`src/rtl/alarm_controller.sv`:
```
// -----------------------------------------------------------------------------
// alarm_controller
//
// Purpose:
//   Alarm-clock event controller running from the 1 s clock. It watches the
//   running time (count) for the alarm time, rings for RING_SEC seconds and
//   then stops by itself. Optionally the user may snooze a ringing alarm for
//   SNOOZE_SEC seconds, up to MAX_SNOOZE times per alarm event. DISMISS, or
//   disarming, ends the current event at any time.
//
// Configuration macro:
//   ALARM_SNOOZE_EN  defined   -> snooze support is built in.
//                    undefined -> SNOOZE is ignored, SNOOZING is unreachable,
//                                 snooze_cnt stays 0, SNOOZE_SEC and
//                                 MAX_SNOOZE have no effect.
//
// Parameters:
//   RING_SEC    seconds an alarm rings before auto-stop (1..511)
//   SNOOZE_SEC  seconds of one snooze pause (1..511)
//   MAX_SNOOZE  snoozes allowed per alarm event (0..3)
//
// Ports:
//   CLOCK_1s    in   1   1 s clock, rising edge, the only clock
//   RESET       in   1   asynchronous active-high reset
//   ENABLE      in   1   1 = time running, 0 = time-setting mode
//   count       in  12   current time in seconds (0..3599)
//   ALARM_TIME  in  12   alarm time in seconds (0..3599)
//   ALARM_ARM   in   1   level, 1 = alarm armed
//   SNOOZE      in   1   level, snooze request
//   DISMISS     in   1   level, end the current alarm event
//   alarm_on    out  1   high exactly while ringing
//   state       out  2   IDLE=0, ARMED=1, RINGING=2, SNOOZING=3
//   snooze_cnt  out  2   snoozes used in the current alarm event
//   timer       out  9   remaining seconds minus one while ringing/snoozing,
//                        0 otherwise
// -----------------------------------------------------------------------------
module alarm_controller #(
    parameter int RING_SEC   = 60,
    parameter int SNOOZE_SEC = 300,
    parameter int MAX_SNOOZE = 3
) (
    input  logic        CLOCK_1s,
    input  logic        RESET,
    input  logic        ENABLE,
    input  logic [11:0] count,
    input  logic [11:0] ALARM_TIME,
    input  logic        ALARM_ARM,
    input  logic        SNOOZE,
    input  logic        DISMISS,
    output logic        alarm_on,
    output logic [1:0]  state,
    output logic [1:0]  snooze_cnt,
    output logic [8:0]  timer
);

    localparam logic [1:0] ST_IDLE     = 2'd0;
    localparam logic [1:0] ST_ARMED    = 2'd1;
    localparam logic [1:0] ST_RINGING  = 2'd2;
    localparam logic [1:0] ST_SNOOZING = 2'd3;

    // Timer counts down to zero, so a period of N seconds loads N-1.
    localparam logic [8:0] RING_LOAD = 9'(RING_SEC - 1);

    // Registered state and outputs
    logic [1:0]  r_state;
    logic [8:0]  r_timer;
    logic [1:0]  r_snooze_cnt;
    logic        r_alarm_on;
    logic [11:0] r_prev_count;

    // Next-state / next-output values
    logic [1:0]  w_next_state;
    logic [8:0]  w_next_timer;
    logic [1:0]  w_next_snooze_cnt;
    logic        w_next_alarm_on;

    // Decoded conditions
    logic        w_match;
    logic        w_leave;
    logic [1:0]  w_leave_state;
    logic        w_snooze_ok;
    logic        w_timer_zero;

    // A match needs the time to have just arrived at ALARM_TIME: a clock that
    // is stopped on the alarm time must not keep re-triggering.
    assign w_match = ENABLE && (count == ALARM_TIME) && (r_prev_count != count);

    // Dismiss or disarm ends an event even in time-setting mode.
    assign w_leave       = DISMISS || !ALARM_ARM;
    assign w_leave_state = ALARM_ARM ? ST_ARMED : ST_IDLE;

    assign w_timer_zero  = (r_timer == 9'd0);

`ifdef ALARM_SNOOZE_EN
    localparam logic [8:0] SNOOZE_LOAD = 9'(SNOOZE_SEC - 1);
    localparam logic [1:0] SNOOZE_MAX  = 2'(MAX_SNOOZE);

    // Snooze only counts while time runs and the per-event budget remains.
    assign w_snooze_ok = SNOOZE && ENABLE && (r_snooze_cnt < SNOOZE_MAX);
`else
    logic w_unused_snooze_cfg;

    assign w_snooze_ok         = 1'b0;
    // Snooze-related inputs and parameters are deliberately not used here.
    assign w_unused_snooze_cfg = SNOOZE & (SNOOZE_SEC != 32'sd0) & (MAX_SNOOZE != 32'sd0);
`endif

    // State register plus registered outputs; reset acts without a clock edge.
    always_ff @(posedge CLOCK_1s or posedge RESET) begin
        if (RESET) begin
            r_state      <= ST_IDLE;
            r_timer      <= 9'd0;
            r_snooze_cnt <= 2'd0;
            r_alarm_on   <= 1'b0;
            r_prev_count <= 12'd0;
        end else begin
            r_state      <= w_next_state;
            r_timer      <= w_next_timer;
            r_snooze_cnt <= w_next_snooze_cnt;
            r_alarm_on   <= w_next_alarm_on;
            r_prev_count <= count;
        end
    end

    // Next-state decision; priority inside RINGING: leave, hold, snooze, expiry.
    always_comb begin
        w_next_state = r_state;
        case (r_state)
            ST_IDLE: begin
                if (ALARM_ARM) begin
                    w_next_state = ST_ARMED;
                end else begin
                    w_next_state = ST_IDLE;
                end
            end
            ST_ARMED: begin
                if (!ALARM_ARM) begin
                    w_next_state = ST_IDLE;
                end else if (w_match) begin
                    w_next_state = ST_RINGING;
                end else begin
                    w_next_state = ST_ARMED;
                end
            end
            ST_RINGING: begin
                if (w_leave) begin
                    w_next_state = w_leave_state;
                end else if (!ENABLE) begin
                    w_next_state = ST_RINGING;
                end else if (w_snooze_ok) begin
                    w_next_state = ST_SNOOZING;
                end else if (w_timer_zero) begin
                    w_next_state = ST_ARMED;
                end else begin
                    w_next_state = ST_RINGING;
                end
            end
            ST_SNOOZING: begin
`ifdef ALARM_SNOOZE_EN
                if (w_leave) begin
                    w_next_state = w_leave_state;
                end else if (!ENABLE) begin
                    w_next_state = ST_SNOOZING;
                end else if (w_timer_zero) begin
                    w_next_state = ST_RINGING;
                end else begin
                    w_next_state = ST_SNOOZING;
                end
`else
                // Unreachable without snooze support; recover to a safe state.
                w_next_state = ST_IDLE;
`endif
            end
            default: begin
                w_next_state = ST_IDLE;
            end
        endcase
    end

    // Next timer / snooze count / alarm_on, keyed off the chosen transition.
    always_comb begin
        w_next_timer      = r_timer;
        w_next_snooze_cnt = r_snooze_cnt;
        case (r_state)
            ST_IDLE: begin
                w_next_timer = 9'd0;
            end
            ST_ARMED: begin
                if (w_next_state == ST_RINGING) begin
                    w_next_timer      = RING_LOAD;
                    w_next_snooze_cnt = 2'd0;
                end else begin
                    w_next_timer = 9'd0;
                end
            end
            ST_RINGING: begin
                if (w_next_state == ST_SNOOZING) begin
`ifdef ALARM_SNOOZE_EN
                    w_next_timer      = SNOOZE_LOAD;
                    w_next_snooze_cnt = r_snooze_cnt + 2'd1;
`else
                    w_next_timer = 9'd0;
`endif
                end else if (w_next_state != ST_RINGING) begin
                    w_next_timer = 9'd0;
                end else if (ENABLE) begin
                    // Staying while enabled implies the timer is non-zero.
                    w_next_timer = r_timer - 9'd1;
                end else begin
                    w_next_timer = r_timer;
                end
            end
            ST_SNOOZING: begin
                if (w_next_state == ST_RINGING) begin
                    w_next_timer = RING_LOAD;
                end else if (w_next_state != ST_SNOOZING) begin
                    w_next_timer = 9'd0;
                end else if (ENABLE) begin
                    w_next_timer = r_timer - 9'd1;
                end else begin
                    w_next_timer = r_timer;
                end
            end
            default: begin
                w_next_timer = 9'd0;
            end
        endcase
`ifndef ALARM_SNOOZE_EN
        w_next_snooze_cnt = 2'd0;
`endif
        w_next_alarm_on = (w_next_state == ST_RINGING);
    end

    assign alarm_on   = r_alarm_on;
    assign state      = r_state;
    assign snooze_cnt = r_snooze_cnt;
    assign timer      = r_timer;

endmodule

```
`config.mk`:
```
export PLATFORM = sky130hd
export DESIGN_NAME = alarm_controller
export DESIGN_NICKNAME = d
export VERILOG_FILES = /design/src/rtl/alarm_controller.sv
export SDC_FILE = /design/constraint.sdc
export NUM_CORES = 1
export LEC_CHECK = 0
export ABC_AREA = 0
export CAP_MARGIN = 15
export CORE_ASPECT_RATIO = 1.25
export CORE_MARGIN = 8
export CORE_UTILIZATION = 35
export CTS_CLUSTER_SIZE = 40
export DETAILED_ROUTE_END_ITERATION = 10
export GPL_TIMING_DRIVEN = 0
export PLACE_DENSITY = 0.76
export RECOVER_POWER = 100
export SETUP_SLACK_MARGIN = 0.5
export SLEW_MARGIN = 20
export SYNTH_ARGS = -nofsm -noshare
export SYNTH_HDL_FRONTEND = slang
export SYNTH_SLANG_ARGS = --single-unit
```
`constraint.sdc`:
```
create_clock -name CLOCK_1s -period 1.6 [get_ports CLOCK_1s]
set_input_delay 0.24 -clock CLOCK_1s [delete_from_list [all_inputs] [get_ports CLOCK_1s]]
set_output_delay 0.24 -clock CLOCK_1s [all_outputs]
set_load 0.05 [all_outputs]
```
Yosys cells after proc, flatten, opt, wreduce, memory -nomap -nowiden. Index checks and enable logic that the tools add are counted.

Register bits after elaboration: 24. Output and inout bits: 14. Logic and storage cells: 34.

$add $sub $neg: 1. Eq/ne operators: 9. Multiplexer cells: 14. Reductions and logical operators: 6.

Operator list (count): 2-to-1 mux 9 bit (5); case mux 9 bit (4 select lines) (1); == test 12 bit (1); != test 12 bit (1); 2-to-1 mux 2 bit (5); zero test 9 bit (1); subtractor 9 x 1 -> 9 bit, second input constant (1); == test 2 bit, second input constant (4); case mux 2 bit (4 select lines) (1); 2-to-1 mux 6 bit (1); != test 2 bit, second input constant (2); == test 2 x 1 -> 1 bit, second input constant (1); logical AND 1 bit (2); zero test 2 bit (1); zero test 1 bit (1); logical OR 1 bit (1); 2-to-1 mux 1 bit (1).

Depth between registers and ports, before layout. Gate-level depths: netlist (run 1).

Depth after elaboration: 10. Gate-level depth with buffers: 6.

Least setup slack after synthesis (run 1). OpenSTA, ideal clock, no wires.

Path type: reg2reg. Start: reg r_timer[4], in the netlist timer[4]. End: reg r_timer[0], in the netlist timer[0]. Library setup time: 0.126 ns. Data arrival time: 1.638 ns. Required time: 1.474 ns. Path slack: -0.165 ns. Stages on the path, launching flop included: 6. Path buffers: 0. Cell sequence: dfrtp_1 nor4_1 a41oi_1 and3_1 a31oi_4 nor2_1.

Longest elaborated chain between the ends: 9.

Ends and longest elaborated chain: start: declaration (line 66) `logic [8:0] r_timer;`; start signal: assignment (line 118) `r_timer <= w_next_timer;`; zero test 9 bit (*) (line 92) `assign w_timer_zero = (r_timer == 9'd0);`; 2-to-1 mux 2 bit (*) (line 152) `end else if (w_timer_zero) begin`; 2-to-1 mux 2 bit (*) (line 148) `end else if (!ENABLE) begin`; 2-to-1 mux 2 bit (*) (line 146) `if (w_leave) begin`; case mux 2 bit (4 select lines) (*) (line 128) `case (r_state)`; != test 2 bit, on equally long branches (line 216, 204); 2-to-1 mux 9 bit, on equally long branches (line 216, 204); 2-to-1 mux 9 bit, on equally long branches (line 214, 197); case mux 9 bit (4 select lines) (*) (line 184) `case (r_state)`; net w_next_timer[0] (line 73) `logic [8:0] w_next_timer;`.

Mark *: on every way through the listed nets, which the timed path passes. The rest lies on a longest branch.

Worst setup path after layout (run 1).
Start: reg r_timer[4], in the netlist timer[4]. End: reg r_timer[1], in the netlist timer[1].

The elaborated chain is that of the path after synthesis.

==> flow_summary.toml, run 1 <==
[timing]
setup_viol = 0
hold_violations = 0
period_share = 0.9796
min_period_ns = 1.567
layout_setup_ws_ns = 0.03261
slew-limit-headroom = 0.2731
finalClockSkew_ns = 0.001640
fmax_mhz = 638.0
tightest_slew_ns = 1.084
rsz0062_at_grt = "true"
slew_viol_final = 0

[cells_and_area]
fin_nets = 201
area_growth_pct = 54.20
n_fill_cell = 307
stdcell_area_um2 = 1862
drive_above_1_share = 0.2619
diodes = 0

[die]
dieWidth_um = 68.54
rows = 24
die_h_um = 81.67
ioPinCount = 44
dieArea_um2 = 5597
initial_core_util = 0.3558
core_um2 = 3393

[detailed_routing]
wl_um = 3110
via_per_inst = 4.802
wl_per_cell_um = 15.02
antenna_left = 0
drc = 0
dr.pass1.iters = 4
vias = 994
drtIter0Drc = 14

[cts]
numCtsBuffers = 3
path_clk_slew_ns = 0.08
clockRootBuffer = "clkbuf_8"
clockBufferDepth = 2
cts_hold_buf = 0
clock-sinks = 24
h-tree-depth = 1
clock_latency_ns = 0.26
cts_tree = "done"

[critical_path]
cp-end-kind = "flip-flop"
worstPathArrival_ns = 1.71
reg2reg_to = "timer[1]$_DFF_PP0_"
required_ns = 1.74
r2r_start = "timer[4]$_DFF_PP0_"
r2r_slack_ns = 0.03
critPathMaxFanout = 7
worst-r2r-cell-count = 5
worst_setup_path_start_kind = "flip-flop"
worst-setup-path-type = "flip-flop to flip-flop"

[status]
status = "complete, no violations"

[grt]
grt_max_degree = 25
grt_use_total = 0.1179
grt_pass1_vias = 1114
antenna_found_initial = 0
grt_overflow = 0
grt_pass1_wl_um = 5030

[worst_hold_path]
min_path_cells = 1
holdPathEnd = "r_prev_count[9]$_DFF_PP0_"
min_from = "count[9]"
min_path_type = "input pin to flip-flop"

[synth]
synth_cells = 112
synth_area_leaders = "dfrtp_1, xnor2_1, xor2_1, nand2_1, inv_1"
syn_area_um2 = 1207
yosys.area.top_type = "dfrtp_1"
yosysWarnings = 0
synth-main-ff-cell = "dfrtp_1"
synth_cell_types = 26
synth_edf_count = 0
synthTopCellsByCount = "dfrtp_1, xnor2_1, xor2_1"
seq_area_frac_synth = 0.4974
synth-seq-cells = 24
netlist.area_leader.share = 0.4974
synthArstFlopShare = 1.000
yosys.cell_count.top_type = "dfrtp_1"
syn_avg_cell_area_um2 = 10.78

[job]
maxCapViolations = 0

[power]
peakVddDrop_mv = 0.4927
power.density_nw_per_um2 = 735.8
leakagePower_nw = 0.8393

[placement]
port_buffers = 40
gp_congestion = 0.7741
hpwl_um = 2289
preCtsSetupSlack_ns = -0.4555
dpl_cell_area_um2 = 1677
flip-flops by register name (all words and copies together) (netlist names):
signal	cells
state	2
timer	9
r_prev_count	12
alarm_on	1
logic make-up after synthesis:
family | Yosys count | synth area share
simple gates | 34 | 0.1513
buf+inv | 9 | 0.03420
compound gates | 10 | 0.06114
fa+ha+maj | 2 | 0.02072
flops | 24 | 0.4974
xor+xnor | 32 | 0.2321
other cells | 1 | 0.003106
how the worst max path moves through the flow:
stage	start	end	slack (ns)	cells past startpoint
final	timer[4]$_DFF_PP0_	timer[1]$_DFF_PP0_	0.03	5
after global routing	timer[5]$_DFF_PP0_	timer[1]$_DFF_PP0_	-0.05	5
after CTS	ALARM_TIME[3]	timer[1]$_DFF_PP0_	0.06	6
after detailed placement	ENABLE	timer[1]$_DFF_PP0_	-0.46	6
after global placement	ENABLE	timer[3]$_DFF_PP0_	-0.41	6
after floorplan	timer[6]$_DFF_PP0_	timer[1]$_DFF_PP0_	0.01	5
routing by layer:
| metal | global-route usage | share of wire | up-vias |
|---|---|---|---|
| met1 | 0.1315 | 0.40 | 471 |
| met3 | 0.04093 | 0.066 | 6 |
| met5 | 0 | 0 | - |
| li1 | - | - | 480 |
| met2 | 0.1929 | 0.52 | 37 |
| met4 | 0.05955 | 0.019 | 0 |
worst max-delay path: stages, from the launching register on:
cell and delay [ns]:
dfrtp_2 0.44, nor4_4 0.33, a41oi_2 0.18, and3_4 0.20
a31oi_4 0.22, a21oi_1 0.08
final cells by class:
cell class	instances	area, um^2	area share
tap	39	48.80	0.02621
clock inverter	1	30.03	0.01613
sequential	24	606.8	0.3259
clock buffer	3	41.29	0.02218
timing repair buffer	51	449.2	0.2413
multi-input combinational	80	643.1	0.3454
inverter	7	27.53	0.01478
buffer	2	15.01	0.008064
power breakdown:
part           internal, mW  leakage [nW]  switching [mW]
clock                 0.334        0.0357           0.192
combinational         0.107         0.507           0.104
sequential            0.623         0.297         0.00979
total                  1.06         0.839           0.306
through the flow:
stage | std cells | power, mW | utilization | setup TNS, ns | hold WS (ns)
final | 207 | 1.370 | 0.5487 | 0 | 0.2828
after floorplan | 113 | 0.7444 | - | 0 | 0.2541
after CTS | 204 | 1.381 | 0.5446 | 0 | 0.2802
after global routing | 207 | 1.433 | 0.5487 | -0.3100 | 0.2855
after detailed placement | 192 | 0.8518 | 0.4941 | -4.250 | 0.5639
after global placement | 192 | 0.8449 | 0.4941 | -3.942 | 0.5458
what timing repair did:
item	in CTS	in global routing
setup buffers	8	3
pin swaps	11	3
endpoints found under the setup margin	48	24
gates resized for setup	96	20
hold endpoints to repair	0	0
placed cells by master, fill, tap and decap left out, types with 2 or more instances in the layout:
cell              n
xor2_1           16
nand3_1           3
nand4_1           2
nor2_1            4
clkbuf_8          3
clkbuf_1          3
ha_1              2
a21oi_1           5
dfrtp_1          19
nor4_4            2
nand2_1           8
nor2_2            3
dlygate4sd2_1    12
xnor2_1          16
clkbuf_2          3
buf_4            11
dfrtp_2           5
conb_1            2
nor4_1            2
inv_1             6
clkdlybuf4s50_1  15
buf_6             8
(Power assumes the default switching activity.)
==> run 2: changes to the inputs <==
--- a/config.mk
+++ b/config.mk
@@ -9,11 +9,11 @@
 export CAP_MARGIN = 15
 export CORE_ASPECT_RATIO = 1.25
 export CORE_MARGIN = 8
-export CORE_UTILIZATION = 35
+export CORE_UTILIZATION = 39
 export CTS_CLUSTER_SIZE = 40
 export DETAILED_ROUTE_END_ITERATION = 10
 export GPL_TIMING_DRIVEN = 0
-export PLACE_DENSITY = 0.76
+export PLACE_DENSITY = 0.74
 export RECOVER_POWER = 100
 export SETUP_SLACK_MARGIN = 0.5
 export SLEW_MARGIN = 20
==> run 2 against run 1 <==
  * The flow now finishes with violations (setup timing)
  * Sequential share of layout area is 0.61 points lower
  * Wire length is 9.6% lower
  * Clock skew hardly changed
  * Via count is 1.9% lower
  * Final area is 3.0% higher
  * Clock power is 19% lower
  * Critical path type is now input pin to flip-flop
==> flow_summary.toml, run 2 (synthesis results as in run 1) <==
[power]
leakagePower_nw = 0.8431
p_total_mw = 1.284
peakVddDrop_mv = 0.4672
power.density_nw_per_um2 = 670.0

[cells_and_area]
area_growth_pct = 58.76
n_fill_cell = 235
diodes = 0
largest_reg_flops = 12
regMostFlops = "r_prev_count"
fin_nets = 203
drive_above_1_share = 0.3118
final_cell_mix = "clkdlybuf4s50_1, xor2_1, xnor2_1"
stdcell_area_um2 = 1917
final_common_cell = "clkdlybuf4s50_1"

[timing]
min_period_ns = 1.620
finalClockSkew_ns = 0.002056
tns_ns = -0.04179
period_share = 1.013
rsz0062_at_grt = "true"
fmax_mhz = 617.1
setup_viol = 3
slew_viol_final = 0
tightest_slew_ns = 1.022
layout_setup_ws_ns = -0.02045
whs_ns = 0.2449
hold_violations = 0
slew-limit-headroom = 0.3148

[critical_path]
r2r_start = "timer[6]$_DFF_PP0_"
worst-setup-path-type = "input pin to flip-flop"
worst_setup_path_start_kind = "input pin"
worst-r2r-cell-count = 5
cp_slowest_cell = "dlygate4sd3_1"
critPathMaxFanout = 7
required_ns = 1.84
worstPathArrival_ns = 1.86
crit_chain = "dlygate4sd3_1 -> xnor2_1 -> nand4_1 -> nor4_4 -> a31oi_4 -> a21oi_1"
startpoint = "count[1]"
cp-end-kind = "flip-flop"
slowest_delay_ns = 0.59

[cts]
h-tree-depth = 1
clock_latency_ns = 0.31
numCtsBuffers = 3
clock-sinks = 24
path_clk_slew_ns = 0.13
clockBufferDepth = 2
clockRootBuffer = "clkbuf_4"
cts_tree = "done"
cts_hold_buf = 0

[detailed_routing]
wl_um = 2811
antenna_left = 0
drc = 0
wl_per_cell_um = 13.65
drtIter0Drc = 26
vias = 975
dr.pass1.iters = 4
via_per_inst = 4.733

[placement]
gp_congestion = 0.7622
hpwl_um = 2181
port_buffers = 40
preCtsSetupSlack_ns = -0.4702
dpl_cell_area_um2 = 1673

[status]
status = "finished, violations left"
violations = "setup timing"

[die]
core_um2 = 2945
ioPinCount = 44
rows = 22
die_h_um = 78.21
dieArea_um2 = 5143
initial_core_util = 0.4099
dieWidth_um = 65.77

[grt]
grt_pass1_vias = 1118
grt_use_total = 0.1129
grt_pass1_wl_um = 4795
antenna_found_initial = 0
grt_max_degree = 25
grt_overflow = 0

[worst_hold_path]
min_path_cells = 1
min_from = "count[3]"
min_path_type = "input pin to flip-flop"

[job]
maxCapViolations = 0
==> run 2: report_power, final <==
group	leakage, nW	total [mW]	switching [mW]	internal, mW
Clock	0.0279	0.428	0.175	0.253
Combinational	0.526	0.224	0.103	0.121
Sequential	0.289	0.633	0.00941	0.623
==> run 2: metal layers <==
| metal | part of all wire | routed length, um | GRT usage |
|---|---|---|---|
| met1 | 0.40 | 1138 | 0.1209 |
| met2 | 0.51 | 1423 | 0.1984 |
| met3 | 0.085 | 240 | 0.04688 |
| met4 | 0.0028 | 8 | 0.02626 |
| met5 | 0 | 0 | 0 |
==> run 2: area by class of cell <==
type | instances | area (um^2) | share of cell area
multi-input cells | 80 | 640.6 | 0.3342
flip-flops and latches | 24 | 613.1 | 0.3198
repair buffers | 53 | 523.0 | 0.2728
well taps | 36 | 45.04 | 0.02350
clock inverters | 1 | 30.03 | 0.01567
inverters | 7 | 27.53 | 0.01436
clock buffers | 3 | 22.52 | 0.01175
plain buffers | 2 | 15.01 | 0.007833
==> run 2: final timing paths <==
kind / slack [ns] / endpoint
max: -0.02 / timer[4]$_DFF_PP0_
min: 0.24 / r_prev_count[3]$_DFF_PP0_
max reg2reg: 0.01 / timer[4]$_DFF_PP0_
min reg2reg: 0.56 / state[0]$_DFF_PP0_
max in group asynchronous: 0.51 / state[0]$_DFF_PP0_
min in group asynchronous: 0.55 / alarm_on$_DFF_PP0_
==> run 2: timing repair <==
item | CTS | global route
endpoints found under the setup margin | 24 | 48
setup buffers | 9 | 4
pin swaps | 7 | 3
resized for setup | 88 | 24
==> run 2: worst max-delay path, delay by kind of cell <==
family | cells | cell delay [ns]
buf+inv | 1 | 0.59
simple gates | 2 | 0.54
compound gates | 2 | 0.33
xor+xnor | 1 | 0.16
==> run 2: through the flow <==
step | util | instances
3_5_place_dp | 0.5680 | 189
4_1_cts | 0.6279 | 202
2_1_floorplan | - | 113
6_report | 0.6508 | 206
3_3_place_gp | 0.5680 | 189
5_1_grt | 0.6508 | 206
